==> config.mk <==
export PLATFORM = sky130hd
export DESIGN_NAME = uart_rx_deserializer
export DESIGN_NICKNAME = d
export VERILOG_FILES = /design/src/rtl/uart_pkg.sv /design/src/rtl/uart_rx_sync.sv /design/src/rtl/uart_rx_deserializer.sv
export SDC_FILE = /design/constraint.sdc
export NUM_CORES = 1
export LEC_CHECK = 0
export CAP_MARGIN = 20
export CORE_MARGIN = 2
export CORE_UTILIZATION = 65
export DETAILED_ROUTE_END_ITERATION = 16
export DONT_BUFFER_PORTS = 1
export GPL_TIMING_DRIVEN = 0
export PLACE_DENSITY = 0.81
export SYNTH_ARGS = -nofsm -noshare
export SYNTH_HDL_FRONTEND = slang
export SYNTH_HIERARCHICAL = 1
export SYNTH_SLANG_ARGS = --single-unit
==> constraint.sdc <==
create_clock -name clk -period 4.3 [get_ports clk]
set_clock_uncertainty 0.05 [all_clocks]
set_input_delay 0.215 -clock clk [delete_from_list [all_inputs] [get_ports clk]]
set_output_delay 0.215 -clock clk [all_outputs]
set_load 0.01 [all_outputs]
==> src/rtl/uart_pkg.sv <==
// Shared UART definitions: receive FSM state encoding, data width and the
// smallest bit period the receiver will honour.
package uart_pkg;

    localparam int UART_DATA_W      = 8;
    localparam int UART_MIN_CLK_DIV = 4;

    typedef enum logic [2:0] {
        ST_IDLE  = 3'd0,
        ST_START = 3'd1,
        ST_DATA  = 3'd2,
        ST_STOP  = 3'd3,
        ST_REARM = 3'd4
    } rx_state_t;

    // Bit periods below min_div cannot place a mid-bit sample, so raise them.
    function automatic logic [31:0] clamp_div(input logic [31:0] div,
                                              input logic [31:0] min_div);
        return (div < min_div) ? min_div : div;
    endfunction

endpackage

==> src/rtl/uart_rx_sync.sv <==
// Two-flop synchronizer for an idle-high asynchronous line; both stages
// reset to 1 so a reset never looks like a start bit.
module uart_rx_sync (
    input  logic i_clk,
    input  logic i_rst_n,
    input  logic i_d,
    output logic o_q
);

    logic r_meta;
    logic r_sync;

    always_ff @(posedge i_clk) begin
        if (!i_rst_n) begin
            r_meta <= 1'b1;
            r_sync <= 1'b1;
        end else begin
            r_meta <= i_d;
            r_sync <= r_meta;
        end
    end

    assign o_q = r_sync;

endmodule

==> src/rtl/uart_rx_deserializer.sv <==
// UART receive front end: synchronizes rx, checks start/stop bits and
// assembles LSB-first bytes, emitting a one-cycle rx_valid per good frame.
module uart_rx_deserializer
    import uart_pkg::*;
#(
    parameter int unsigned MIN_CLK_DIV = UART_MIN_CLK_DIV
) (
    input  logic                   clk,
    input  logic                   rst_n,
    input  logic [31:0]            clk_div,
    input  logic                   rx,
    output logic [UART_DATA_W-1:0] rx_data,
    output logic                   rx_valid,
    output logic                   frame_err,
    output logic                   busy,
    output rx_state_t              o_dbg_state
);

    // Handshake: rx_valid is a single-cycle strobe with no backpressure;
    // rx_data is valid in that cycle and holds until the next strobe.

    logic                   w_rx_s;
    rx_state_t              r_state;
    rx_state_t              w_state_nxt;
    logic [31:0]            r_div;
    logic [31:0]            r_half;
    logic [31:0]            r_cnt;
    logic [2:0]             r_bit_idx;
    logic [UART_DATA_W-1:0] r_shift;
    logic [UART_DATA_W-1:0] r_rx_data;
    logic                   r_rx_valid;
    logic                   r_frame_err;

    logic [31:0]            w_div_clamped;
    logic                   w_half_hit;
    logic                   w_full_hit;
    logic                   w_load;
    logic                   w_sample;
    logic                   w_start_ok;
    logic                   w_shift;
    logic                   w_good;
    logic                   w_bad;
    logic                   w_cnt_run;

    uart_rx_sync u_sync (
        .i_clk   (clk),
        .i_rst_n (rst_n),
        .i_d     (rx),
        .o_q     (w_rx_s)
    );

    assign w_div_clamped = clamp_div(clk_div, 32'(MIN_CLK_DIV));
    assign w_half_hit    = (r_cnt == r_half - 32'd1);
    assign w_full_hit    = (r_cnt == r_div - 32'd1);

    always_ff @(posedge clk) begin
        if (!rst_n) begin
            r_state <= ST_IDLE;
        end else begin
            r_state <= w_state_nxt;
        end
    end

    always_comb begin
        w_state_nxt = r_state;
        w_load      = 1'b0;
        w_sample    = 1'b0;
        w_start_ok  = 1'b0;
        w_shift     = 1'b0;
        w_good      = 1'b0;
        w_bad       = 1'b0;
        w_cnt_run   = 1'b0;
        case (r_state)
            ST_IDLE: begin
                if (!w_rx_s) begin
                    w_state_nxt = ST_START;
                    w_load      = 1'b1;
                end
            end
            ST_START: begin
                w_cnt_run = 1'b1;
                if (w_half_hit) begin
                    w_sample = 1'b1;
                    if (w_rx_s) begin
                        w_state_nxt = ST_IDLE;
                    end else begin
                        w_state_nxt = ST_DATA;
                        w_start_ok  = 1'b1;
                    end
                end
            end
            ST_DATA: begin
                w_cnt_run = 1'b1;
                if (w_full_hit) begin
                    w_sample = 1'b1;
                    w_shift  = 1'b1;
                    if (r_bit_idx == 3'(UART_DATA_W - 1)) begin
                        w_state_nxt = ST_STOP;
                    end
                end
            end
            ST_STOP: begin
                w_cnt_run = 1'b1;
                if (w_full_hit) begin
                    w_sample = 1'b1;
                    if (w_rx_s) begin
                        w_good      = 1'b1;
                        w_state_nxt = ST_IDLE;
                    end else begin
                        w_bad       = 1'b1;
                        w_state_nxt = ST_REARM;
                    end
                end
            end
            ST_REARM: begin
                // A held-low line (break) must go high before a new start counts.
                if (w_rx_s) begin
                    w_state_nxt = ST_IDLE;
                end
            end
            default: begin
                w_state_nxt = ST_IDLE;
            end
        endcase
    end

    always_ff @(posedge clk) begin
        if (!rst_n) begin
            r_div       <= 32'(MIN_CLK_DIV);
            r_half      <= 32'(MIN_CLK_DIV) >> 1;
            r_cnt       <= 32'd0;
            r_bit_idx   <= 3'd0;
            r_shift     <= '0;
            r_rx_data   <= '0;
            r_rx_valid  <= 1'b0;
            r_frame_err <= 1'b0;
        end else begin
            r_rx_valid <= 1'b0;
            if (w_load) begin
                r_div  <= w_div_clamped;
                r_half <= w_div_clamped >> 1;
                r_cnt  <= 32'd0;
            end else if (w_sample) begin
                r_cnt <= 32'd0;
            end else if (w_cnt_run) begin
                r_cnt <= r_cnt + 32'd1;
            end
            if (w_start_ok) begin
                r_bit_idx <= 3'd0;
            end else if (w_shift) begin
                r_bit_idx <= r_bit_idx + 3'd1;
            end
            if (w_shift) begin
                r_shift <= {w_rx_s, r_shift[UART_DATA_W-1:1]};
            end
            if (w_good) begin
                r_rx_data   <= r_shift;
                r_rx_valid  <= 1'b1;
                r_frame_err <= 1'b0;
            end else if (w_bad) begin
                r_frame_err <= 1'b1;
            end
        end
    end

    assign rx_data     = r_rx_data;
    assign rx_valid    = r_rx_valid;
    assign frame_err   = r_frame_err;
    assign busy        = (r_state != ST_IDLE);
    assign o_dbg_state = r_state;

endmodule

Word level (Yosys, flattened, before mapping)
Cells that the tools add are included.
{"block": "word_totals", "ff_bits": 121, "in_bits": 35, "output_inout_bits": 14, "word_cells": 63}
{"block": "classes", "add_sub_neg": 4, "n_lt_le_gt_ge": 1, "n_eq_ne": 13, "n_mux": 25, "bitwise_logic": 1, "reduce_logical": 8}
{"op": "equality test 32 bit", "n": 2}
{"op": "adder 32 x 1 -> 32 bit, second input constant", "n": 1}
{"op": "< comparator 32 x 3 -> 1 bit, second input constant", "n": 1}
{"op": "2-to-1 mux 32 bit", "n": 1}
{"op": "subtractor 31 x 1 -> 32 bit, second input constant", "n": 1}
{"op": "subtractor 32 x 1 -> 32 bit, second input constant", "n": 1}
{"op": "2-to-1 mux 3 bit", "n": 7}
{"op": "case mux 3 bit (5 select lines)", "n": 1}
{"op": "2-to-1 mux 1 bit", "n": 14}
{"op": "inequality test 2 bit, second input constant", "n": 5}
{"op": "equality test 3 x 2 -> 1 bit, second input constant", "n": 2}
{"op": "equality test 3 bit, second input constant", "n": 2}
{"op": "AND reduction 6 bit", "n": 1}
{"op": "OR reduction 2 bit", "n": 3}
{"op": "OR reduction 3 bit", "n": 2}
{"op": "adder 3 x 1 -> 3 bit, second input constant", "n": 1}
{"op": "equality test 3 x 1 -> 1 bit, second input constant", "n": 1}
{"op": "zero test 3 bit", "n": 1}
{"op": "nonzero test 3 bit", "n": 1}
{"op": "2-to-1 mux 2 bit", "n": 1}
{"op": "inequality test 2 x 1 -> 1 bit, second input constant", "n": 1}
{"op": "case mux 1 bit (2 select lines)", "n": 1}
{"op": "inverter 1 bit", "n": 1}

Longest topological paths before layout
Gate-level depths: netlist of run 1.
{"block": "logic_depth", "depth_word": 5, "mapped_depth": 13, "depth_no_buf": 10}

By module
Netlist of run 1, hierarchy kept.
{"module": "uart_rx_deserializer", "instances": 1, "cells_per_inst": 788, "area_per_inst_um2": 6124.6}
{"module": "uart_rx_sync", "instances": 1, "cells_per_inst": 4, "area_per_inst_um2": 52.6}

Worst setup path after synthesis of run 1
OpenSTA, ideal clock, no wires.
{"block": "synth_path", "path_type": "register to register", "from": "register r_div[2]", "to": "register r_cnt[11]", "setup_time_ns": 0.132, "t_arrival_ns": 3.185, "required_time_ns": 4.118, "slack_ns": 0.933, "stages_incl_launch_ff": 14, "cell_sequence": "dfxtp_1 -> clkbuf_1 -> inv_1 -> ha_1 -> nor2b_1 -> buf_1 -> nand4_1 -> a2111oi_0 -> nor3_1 -> or4_4 -> or4_4 -> o22ai_4 -> buf_6 -> nor3_1"}
{"block": "synth_between", "elab_chain_len": 5}
{"element": "from (decl)", "line": "uart_rx_deserializer.sv:25", "rtl": "logic [31:0] r_div;"}
{"element": "from (signal assigned)", "line": "uart_rx_deserializer.sv:129", "rtl": "r_div <= 32'(MIN_CLK_DIV);"}
{"element": "from (signal assigned)", "line": "uart_rx_deserializer.sv:140", "rtl": "r_div <= w_div_clamped;"}
{"element": "subtractor 32 x 1 -> 32 bit", "line": "uart_rx_deserializer.sv:54", "rtl": "assign w_full_hit = (r_cnt == r_div - 32'd1);"}
{"element": "equality test 32 bit", "line": "uart_rx_deserializer.sv:54"}
{"element": "2-to-1 mux 1 bit", "line": "uart_rx_deserializer.sv:94, uart_rx_deserializer.sv:104"}
{"element": "case mux 1 bit (2 select lines)", "line": "uart_rx_deserializer.sv:73", "rtl": "case (r_state)"}
{"element": "OR reduction 3 bit (no source line)"}
{"element": "to (signal assigned)", "line": "uart_rx_deserializer.sv:146", "rtl": "r_cnt <= r_cnt + 32'd1;"}
{"element": "to (decl)", "line": "uart_rx_deserializer.sv:27", "rtl": "logic [31:0] r_cnt;"}
Every way passes these cells.
A chain may end at the register's enable or synchronous reset.

Worst setup path after layout of run 1
{"block": "layout_path", "from": "register r_div[3]", "to": "register r_cnt[29]"}
The elaborated chain is that of the path after synthesis.

==> qor.csv, run 1 <==
metric,value,unit
largest net degree at the start of global routing,20,
mean post-synth cell area,7.80,sq um
Clk Tree Root Cell,clkbuf_8,
Overflow after GRT,0,
clock share of power,33.6,%
Starting Density,66.9,%
Worst Tran Pin Value,953,ps
sw power,0.584,mW
Critical Path Fanout Max,10,
Std-Cell Rows,35,
number of global-route vias before repair,5741,
final WL,18200,um
total track usage,36.3,%
Netlist cell types,59,
WS Path Type,register to register,
largest area contributor in the netlist,dfxtp_1,
antenna-violating nets left,0,
syn nets,832,
LEAKAGE,2.44,nW
top-count cell post-synth,nand2_1,
"EDFF count, synth",0,
ys flop type,dfxtp_1,
Final Hold Vio Count,0,
"CP delay by family, top",simple AND/OR/NAND/NOR gates,
CP Data Arrival Time,4310,ps
WP buf/inv,2,
area grow syn2layout,12.5,%
global-route wire length before repair,29000,um
slew margin rel.,35.9,%
setup TNS,0,ps
via/cell ratio,6.27,
TritonCTS Buffers,9,
CP startpoint kind,register,
RSZ-0062 raised after global routing,no,
Worst Path Required,4490,ps
CP max stage delay,650,ps
part of the cycle the worst path needs,95.9,%
TritonCTS clock tree,done,
I/O pin total,49,
Die Span X,101,um
Die ar.,10300,sq um
clk slew on worst S/H paths,110,ps
antenna violations before repair,0,
Avg WL per Cell,18.7,um
CTS Buffer Depth,2,
later-pin clock latency in the skew report,380,ps
Yosys reg bits,90,
Synth top area share,29.2,%
"Warnings, synthesis",6,
Core ar.,9240,sq um
Final nets,880,
Max-Cap Viols,0,
CP endpoint kind,register,
First-pass DRT Iterations,6,
Detail Placement HPWL,13200,um
"critical path, cell by cell",buf_2 -> or3_1 -> or3_1 -> a2111oi_0 -> nand4_1 -> or4_4 -> or4_4 -> o22ai_4 -> buf_6 -> nor3_1,
GPL Wtd Cong,1.02,
Tmin final,4120,ps
hold_ws,209,ps
Fmax,0.243,GHz
biggest area contributors in the synthesized netlist,"dfxtp_1, xnor2_1, nand2_1",
cells after synthesis,792,
Hold WC Path Type,input pin to register,
Post-synth top cells,"nand2_1, dfxtp_1, xnor2_1",
Int Pwr,1.21,mW
Pins Over Slew Limit,0,
CTS H-tree depth,3,
Mapped Area,6180,sq um
Die Ht,101,um
Remaining DRCs,0,
starting DRC count in detailed routing,557,
vias,6104,
IO buf count,0,
Worst VDD drop,0.000183,V
Switching Fraction,32.6,%
clk sink count,90,
"Seq/Total Area, Yosys",29.2,%
share of layout cells above drive strength 1,6.04,%
Total Power,1.79,mW
status,finished clean,
fill count,717,
ys async rst share,0,%
Seq pwr share,47.7,%
"slowest stage cell, crit path",a2111oi_0,
Power Dens Cells,258,nW/um^2
antenna diode count,0,
Final setup viols,0,
logic gate share of total power,18.7,%
==> cell type report <==
type / instances / area (sq um) / share of cell area, %
clock inverter: 7 / 81.3 / 1.17
timing repair buffer: 37 / 363 / 5.22
multi-input combinational: 621 / 4080 / 58.6
inverter: 9 / 33.8 / 0.486
sequential: 90 / 1800 / 25.9
buffer: 72 / 310 / 4.46
clock buffer: 9 / 124 / 1.78
tap: 129 / 161 / 2.32
==> through the flow <==
| stage | instances | setup WS [ps] | util, % | cell area, sq um |
|---|---|---|---|---|
| after global placement | 921 | 75.3 | 68.6 | 6340 |
| after detailed placement | 922 | 54.3 | 68.7 | 6350 |
| final | 974 | 178 | 75.2 | 6950 |
| after global routing | 974 | 3.24 | 75.2 | 6950 |
| after floorplan | 792 | 933 | - | 6180 |
| after CTS | 972 | 34.6 | 74.6 | 6890 |
==> final timing paths <==
path                                   end     startpoint  slack [ps]  cells after the start
worst max-delay path             r_cnt[29]       r_div[3]         180                     10
worst min-delay path              r_div[2]     clk_div[9]         210                      4
worst max register to register   r_cnt[29]       r_div[3]         180                     10
worst min register to register  u_sync/o_q  u_sync/r_meta         390                      1
==> metal layers <==
| metal | GRT usage (%) | wire length (um) | vias up |
|---|---|---|---|
| li1 | - | - | 2903 |
| met1 | 46.3 | 7540 | 2851 |
| met4 | 12.4 | 579 | 0 |
| met2 | 61.0 | 8470 | 298 |
| met3 | 7.80 | 1640 | 52 |
| met5 | 0 | 0 | - |
==> state kept, by name, indices dropped and copies added (netlist names) <==
| register | flops |
|---|---|
| r_cnt | 32 |
| u_sync/o_q | 1 |
| frame_err | 1 |
| r_half | 1 |
| rx_data | 8 |
| u_sync/r_meta | 1 |
| r_bit_idx | 3 |
| r_div | 31 |
| r_shift | 8 |
| o_dbg_state | 3 |
| rx_valid | 1 |
==> power groups by stage <==
stage                     clock [mW]  sequential (mW)  combinational [mW]
after floorplan                    0            0.870               0.221
after global placement             0            0.872               0.285
after detailed placement           0            0.873               0.290
after CTS                      0.603            0.854               0.317
after global routing           0.634            0.856               0.361
final                          0.602            0.855               0.334
==> kinds of logic after synthesis <==
logic type | count (synthesis) | synth area share (%)
simple gates | 379 | 32.5
xor+xnor | 108 | 15.3
compound gates | 106 | 12.7
flops | 90 | 29.2
buf+inv | 81 | 5.57
mux | 23 | 3.75
fa+ha+maj | 5 | 1.01
==> worst reg2reg max path, delay by kind of cell (launching register included) <==
| kind | cells | cell delay [ps] |
|---|---|---|
| simple gates | 6 | 2280 |
| buf+inv | 2 | 420 |
| compound gates | 2 | 920 |
| flops | 1 | 320 |
==> layout by cell type (no fill, tap or decap), types with 4 or more instances in the layout <==
| cell | netlist | final |
|---|---|---|
| nand3_1 | 40 | 40 |
| nor2_1 | 41 | 41 |
| nand2_1 | 113 | 113 |
| inv_1 | 9 | 9 |
| o21ai_0 | 13 | 13 |
| a31oi_1 | 7 | 7 |
| or3_1 | 10 | 10 |
| and4_1 | 6 | 6 |
| xnor2_1 | 68 | 68 |
| dfxtp_1 | 90 | 90 |
| nor4_4 | 2 | 4 |
| or4_1 | 10 | 10 |
| o31ai_1 | 5 | 5 |
| buf_4 | 2 | 5 |
| clkbuf_1 | 54 | 54 |
| a21boi_0 | 31 | 31 |
| o211ai_1 | 5 | 5 |
| mux2i_1 | 22 | 22 |
| a21oi_1 | 9 | 9 |
| buf_2 | 8 | 8 |
| nor3b_1 | 7 | 6 |
| buf_1 | 5 | 5 |
| nand2b_1 | 6 | 6 |
| clkbuf_8 | 0 | 9 |
| nand4_1 | 23 | 23 |
| and3_1 | 12 | 12 |
| dlygate4sd3_1 | 0 | 34 |
| nor3_1 | 45 | 45 |
| xor2_1 | 40 | 40 |
| nor4_1 | 27 | 25 |
| and2_1 | 6 | 6 |
| nor4_2 | 5 | 5 |
| ha_1 | 5 | 5 |
| nor2b_1 | 13 | 13 |
==> timing repair <==
action	4_1_cts	5_1_grt
hold buffers	34	0
setup endpoints to repair	0	48
gates resized for setup	0	7
setup buffers	0	2
endpoints found under the hold margin	34	0
(Power assumes the default switching activity.)
==> run 2, diff against run 1 <==
--- a/config.mk
+++ b/config.mk
@@ -5,6 +5,7 @@
 export SDC_FILE = /design/constraint.sdc
 export NUM_CORES = 1
 export LEC_CHECK = 0
+export ABC_AREA = 1
 export CAP_MARGIN = 20
 export CORE_MARGIN = 2
 export CORE_UTILIZATION = 65
==> run 2 against run 1 <==
  * Clock power is 6.5% lower
  * Combinational power grew to 3.1 times the previous value
  * Synthesized area is 9.0% higher
  * Non-clock buffer count is 44 lower
  * Register-to-register slack better by 690 ps
  * Critical path type unchanged
  * Largest power group is now combinational cells
==> qor.csv, run 2 <==
metric,value,unit
later-pin clock latency in the skew report,390,ps
Die Ht,106,um
Fmax,0.291,GHz
WP buf/inv,3,
share of layout cells above drive strength 1,6.41,%
Worst Tran Pin Value,865,ps
syn nets,1145,
Std-Cell Rows,37,
most frequent cells in the layout,"nand2_1, nor2_1, inv_1",
Final nets,1190,
antenna diode count,0,
Die ar.,11200,sq um
clk slew on worst S/H paths,100,ps
Biggest register,r_cnt,
largest net degree at the start of global routing,17,
Post-Synth Simple-Gate Area,45.8,%
Post-synth top cells,"nand2_1, nor2_1, inv_1",
Die Span X,106,um
Most Crowded Layer GR,met2,
PostCTS Resize Cnt,0,
status,finished clean,
max FFs per register,32,
M1 GR Usage,50.4,%
RSZ-0062 raised after global routing,no,
Detail Placement HPWL,17000,um
LEAKAGE,3.37,nW
IO buf count,0,
Mapped Area,6730,sq um
"Warnings, synthesis",6,
hold_ws,54.4,ps
Final setup viols,0,
fill count,916,
Power Dens Cells,341,nW/um^2
Synth top area share,26.8,%
worst r2r dst,r_shift[7],
Adder-Cell Fraction of Synth Area,0.929,%
antenna-violating nets left,0,
CP startpoint kind,register,
slew margin rel.,41.8,%
number of global-route vias before repair,6754,
global-route wire length before repair,34600,um
antenna violations before repair,0,
Critical Path Fanout Max,10,
post-placement setup slack,1060,ps
"Seq/Total Area, Yosys",26.8,%
via/cell ratio,5.63,
Synth Area in XOR/XNOR,9.96,%
Avg WL per Cell,17.0,um
GRT met3 Usage,9.89,%
mux contribution to synthesized area,0,%
Remaining DRCs,0,
r2r worst-path depth,16,
CP endpoint kind,register,
met2 usage,63.6,%
CP max stage delay,390,ps
ys async rst share,0,%
Final Hold Vio Count,0,
clk sink count,90,
reg2reg setup slack,860,ps
ys flop type,dfxtp_1,
TritonCTS clock tree,done,
Tmin final,3440,ps
CP Data Arrival Time,3670,ps
WS Path Type,register to register,
Starting Density,66.1,%
RR Startpoint,r_div[0],
Overflow after GRT,0,
top flop regs,"r_cnt: 32 flops, r_div: 31 flops",
Synth Area in Compound Gates,7.02,%
Clk Tree Root Cell,clkbuf_8,
TritonCTS Buffers,9,
"slowest stage cell, crit path",dfxtp_1,
Final Non-Filler Cells,1291,
starting DRC count in detailed routing,868,
mean post-synth cell area,6.09,sq um
"commonest non-fill, non-tap cell in the layout",nand2_1,
CTS H-tree depth,3,
I/O pin total,49,
Pins Over Slew Limit,0,
Core ar.,10200,sq um
largest family of logic cells by synthesized area,simple AND/OR/NAND/NOR gates,
GPL Wtd Cong,1.00,
setup TNS,0,ps
Max-Cap Viols,0,
vias,7265,
cells after synthesis,1105,
First-pass DRT Iterations,6,
"critical path, cell by cell",inv_1 -> ha_1 -> nand2_2 -> inv_1 -> nand2_1 -> nor2_1 -> nand2_1 -> nand3_1 -> nand2_1 -> nor2_1 -> nand2_1 -> nor2_2 -> nand4_2 -> buf_2 -> o21ai_0 -> a21oi_1,
Worst Path Required,4540,ps
area grow syn2layout,10.2,%
CP Capture Point,r_shift[7],
"CP delay by family, top",simple AND/OR/NAND/NOR gates,
Worst setup startpoint,r_div[0],
CTS Buffer Depth,2,
CP Depth,16,
total track usage,40.5,%
"EDFF count, synth",0,
Netlist cell types,41,
largest area contributor in the netlist,dfxtp_1,
top-count cell post-synth,nand2_1,
Worst VDD drop,0.000263,V
biggest area contributors in the synthesized netlist,"dfxtp_1, nand2_1, nor2_1",
DP Cell Count,1241,
most frequent CP cell,nand2_1,
final worst setup slack,865,ps
final WL,22000,um
Yosys reg bits,90,
Total Power,2.53,mW
part of the cycle the worst path needs,79.9,%
Hold WC Path Type,input pin to register,
==> run 2: changes by cell type after synthesis, sizes merged, moves of 40 or more <==
| cell | previous run | this run |
|---|---|---|
| xnor2 | 68 | 20 |
| nor2 | 41 | 178 |
| nand3 | 40 | 93 |
| nand2 | 113 | 352 |
| inv | 9 | 126 |
| o21ai | 13 | 53 |
==> run 2: worst min path at each step <==
stage,from,to,slack (ps),cells past startpoint
after floorplan,rst_n,u_sync/r_meta,230,1
after global placement,rst_n,u_sync/r_meta,230,1
after detailed placement,rst_n,u_sync/r_meta,240,1
after CTS,rst_n,o_dbg_state[0],50,2
after global routing,rst_n,o_dbg_state[0],100,2
final,rst_n,o_dbg_state[0],50,2
==> run 2: area by class of cell <==
class / count / area (sq um) / share of cell area [%]
buffer: 31 / 151 / 2.04
clock buffer: 10 / 128 / 1.72
clock inverter: 6 / 47.5 / 0.641
inverter: 130 / 488 / 6.58
multi-input combinational: 854 / 4290 / 57.9
sequential: 90 / 1800 / 24.3
tap: 136 / 170 / 2.29
timing repair buffer: 34 / 340 / 4.59
==> run 2: kinds of logic after synthesis <==
logic type / Yosys count
AOI/OAI and AO/OA: 85
and+or+nand+nor: 689
adders and majority gates: 5
buffers and inverters: 161
DFF: 90
xor gates and xnor gates: 75
==> run 2: repair_timing <==
action                                 CTS  global route
hold buffers                            34             0
buffers inserted                         0             0
endpoints found under the hold margin   34             0
==> run 2: metal layers <==
layer,up-vias,part of all wire [%]
met3,78,10
met5,-,0
met1,3272,41
met4,0,5.4
li1,3576,-
met2,339,43
==> run 2: through the flow <==
step,cell area (sq um),util [%]
finish,7420,72.8
global route,7420,72.8
CTS,7420,72.8
detailed placement,6900,67.8
global placement,6900,67.8
floorplan,6730,-
==> run 2: power by group <==
part / switching, mW / internal [mW] / total [mW]
Clock: 0.346 / 0.217 / 0.563
Sequential: 0.0672 / 0.874 / 0.942
Combinational: 0.713 / 0.312 / 1.03
Total: 1.13 / 1.40 / 2.53
==> run 3, diff against run 2 <==
==> constraint.sdc (replaced) <==
create_clock -name clk -period 3.4 [get_ports clk]
set_clock_uncertainty 0.05 [all_clocks]
set_input_delay 0.17 -clock clk [delete_from_list [all_inputs] [get_ports clk]]
set_output_delay 0.17 -clock clk [all_outputs]
set_load 0.01 [all_outputs]
==> run 3 against run 2 <==
  * Clock power increased by 26%
  * Wire length increased by 0.34%
  * Register-to-register slack got worse by 680 ps
==> qor.csv, run 3 (synthesized netlist as in run 2, its figures left out) <==
metric,value,unit
status,finished clean,
post-CTS setup buffers,0,
part of the cycle the worst path needs,94.7,%
Biggest register,r_cnt,
slew margin rel.,42.3,%
starting DRC count in detailed routing,823,
post-placement setup slack,157,ps
"commonest non-fill, non-tap cell in the layout",nand2_1,
Worst Path Required,3640,ps
I/O pin total,49,
Critical Path Fanout Max,10,
clk slew on worst S/H paths,90,ps
r2r worst-path depth,17,
Total Power,3.21,mW
Die ar.,11200,sq um
Clk Tree Root Cell,clkbuf_8,
CP startpoint kind,register,
setup TNS,0,ps
largest net degree at the start of global routing,17,
RSZ-0062 raised after global routing,no,
Final Non-Filler Cells,1291,
worst hold path depth,2,
Die Span X,106,um
top flop regs,"r_cnt: 32 flops, r_div: 31 flops",
CTS H-tree depth,3,
"slowest stage cell, crit path",o211ai_2,
Overflow after GRT,0,
most frequent cells in the layout,"nand2_1, nor2_1, inv_1",
via/cell ratio,5.64,
GPL Wtd Cong,1.00,
Reg area,1800,sq um
TritonCTS Buffers,9,
antenna violations before repair,0,
CP endpoint kind,register,
LEAKAGE,3.36,nW
max FFs per register,32,
Fmax,0.311,GHz
Worst VDD drop,0.000336,V
multi-input logic area,4310,sq um
post-layout instance area,7440,sq um
Tmin final,3220,ps
Detail Placement HPWL,17000,um
DP Cell Count,1241,
Hold Path Sink,o_dbg_state[0],
IO buf count,0,
later-pin clock latency in the skew report,390,ps
Max-Cap Viols,0,
WS Path Type,register to register,
Final nets,1190,
total track usage,40.5,%
CP Data Arrival Time,3460,ps
area grow syn2layout,10.5,%
vias,7282,
share of layout cells above drive strength 1,6.67,%
reg2reg setup slack,180,ps
number of global-route vias before repair,6754,
Avg WL per Cell,17.1,um
Final Hold Vio Count,0,
clk sink count,90,
"critical path, cell by cell",inv_1 -> ha_1 -> buf_4 -> inv_2 -> nor2_1 -> nand2_1 -> nor2_1 -> nand2_1 -> nand2_1 -> nand3_1 -> nor2_1 -> nand2_1 -> nor2_1 -> nand2_1 -> o211ai_2 -> buf_6 -> nor2_1,
Final setup viols,0,
TritonCTS clock tree,done,
antenna diode count,0,
Die Ht,106,um
Worst Tran Pin Value,857,ps
Power Dens Cells,432,nW/um^2
Std-Cell Rows,37,
Pins Over Slew Limit,0,
final WL,22000,um
antenna-violating nets left,0,
Core ar.,10200,sq um
global-route wire length before repair,34600,um
final worst setup slack,182,ps
RR Startpoint,r_div[1],
Starting Density,66.1,%
worst r2r dst,r_cnt[6],
Remaining DRCs,0,
CTS Buffer Depth,2,
First-pass DRT Iterations,6,
Hold WC Path Type,input pin to register,
Worst Hold Launch,rst_n,
fill count,914,
CP max stage delay,420,ps
placed instance area,6900,sq um
run 3: changes by cell type in the layout (fill, tap and decap cells not counted):
cell	before	now
nand4_2	2	1
nor2_1	148	146
nor2_4	10	11
nand4_4	0	1
nor2_2	18	19
inv_1	124	123
inv_2	2	3
run 3: worst max-delay path by stage:
| stage | from | endpoint |
|---|---|---|
| 3_3_place_gp | r_div[0] | r_shift[7] |
| 5_1_grt | r_div[0] | rx_data[7] |
| 4_1_cts | r_div[0] | r_shift[7] |
| 2_1_floorplan | r_div[1] | r_shift[6] |
| 3_5_place_dp | r_div[0] | r_shift[7] |
| 6_report | r_div[1] | r_cnt[6] |
run 3: area by class of cell:
cell class                 instances  share of cell area, %
buffer                            31                   2.04
clock buffer                      10                   1.72
clock inverter                     6                  0.639
inverter                         130                   6.56
multi-input combinational        854                   58.0
sequential                        90                   24.2
tap                              136                   2.29
timing repair buffer              34                   4.58
run 3: worst max-delay path: cells and delay by family (launching register included):
kind            cells  cell delay, ps
flops               1             350
compound gates      1             420
buf+inv             4             620
fa+ha+maj           1             170
simple gates       11            1500
run 3: routing by layer:
layer / track usage [%] / vias to the layer above / share of wire [%]
li1: - / 3577 / -
met1: 50.4 / 3295 / 41
met2: 63.6 / 336 / 44
met3: 9.89 / 74 / 9.8
met4: 23.7 / 0 / 5.2
met5: 0 / - / 0
run 3: metrics by stage:
step	util, %	hold WS, ps
3_5_place_dp	67.8	193
5_1_grt	73.0	56.0
6_report	73.0	8.65
4_1_cts	72.8	1.88
3_3_place_gp	67.8	189
2_1_floorplan	-	189
run 3: where the power goes:
group | internal [mW] | total [mW] | switching (mW)
logic | 0.396 | 1.31 | 0.913
registers | 1.11 | 1.19 | 0.0846
clock network | 0.274 | 0.712 | 0.438
run 3: repair_timing:
action	in CTS	in global routing
hold endpoints to repair	34	0
hold buffers	34	0
resized for setup	0	5
endpoints found under the setup margin	0	53
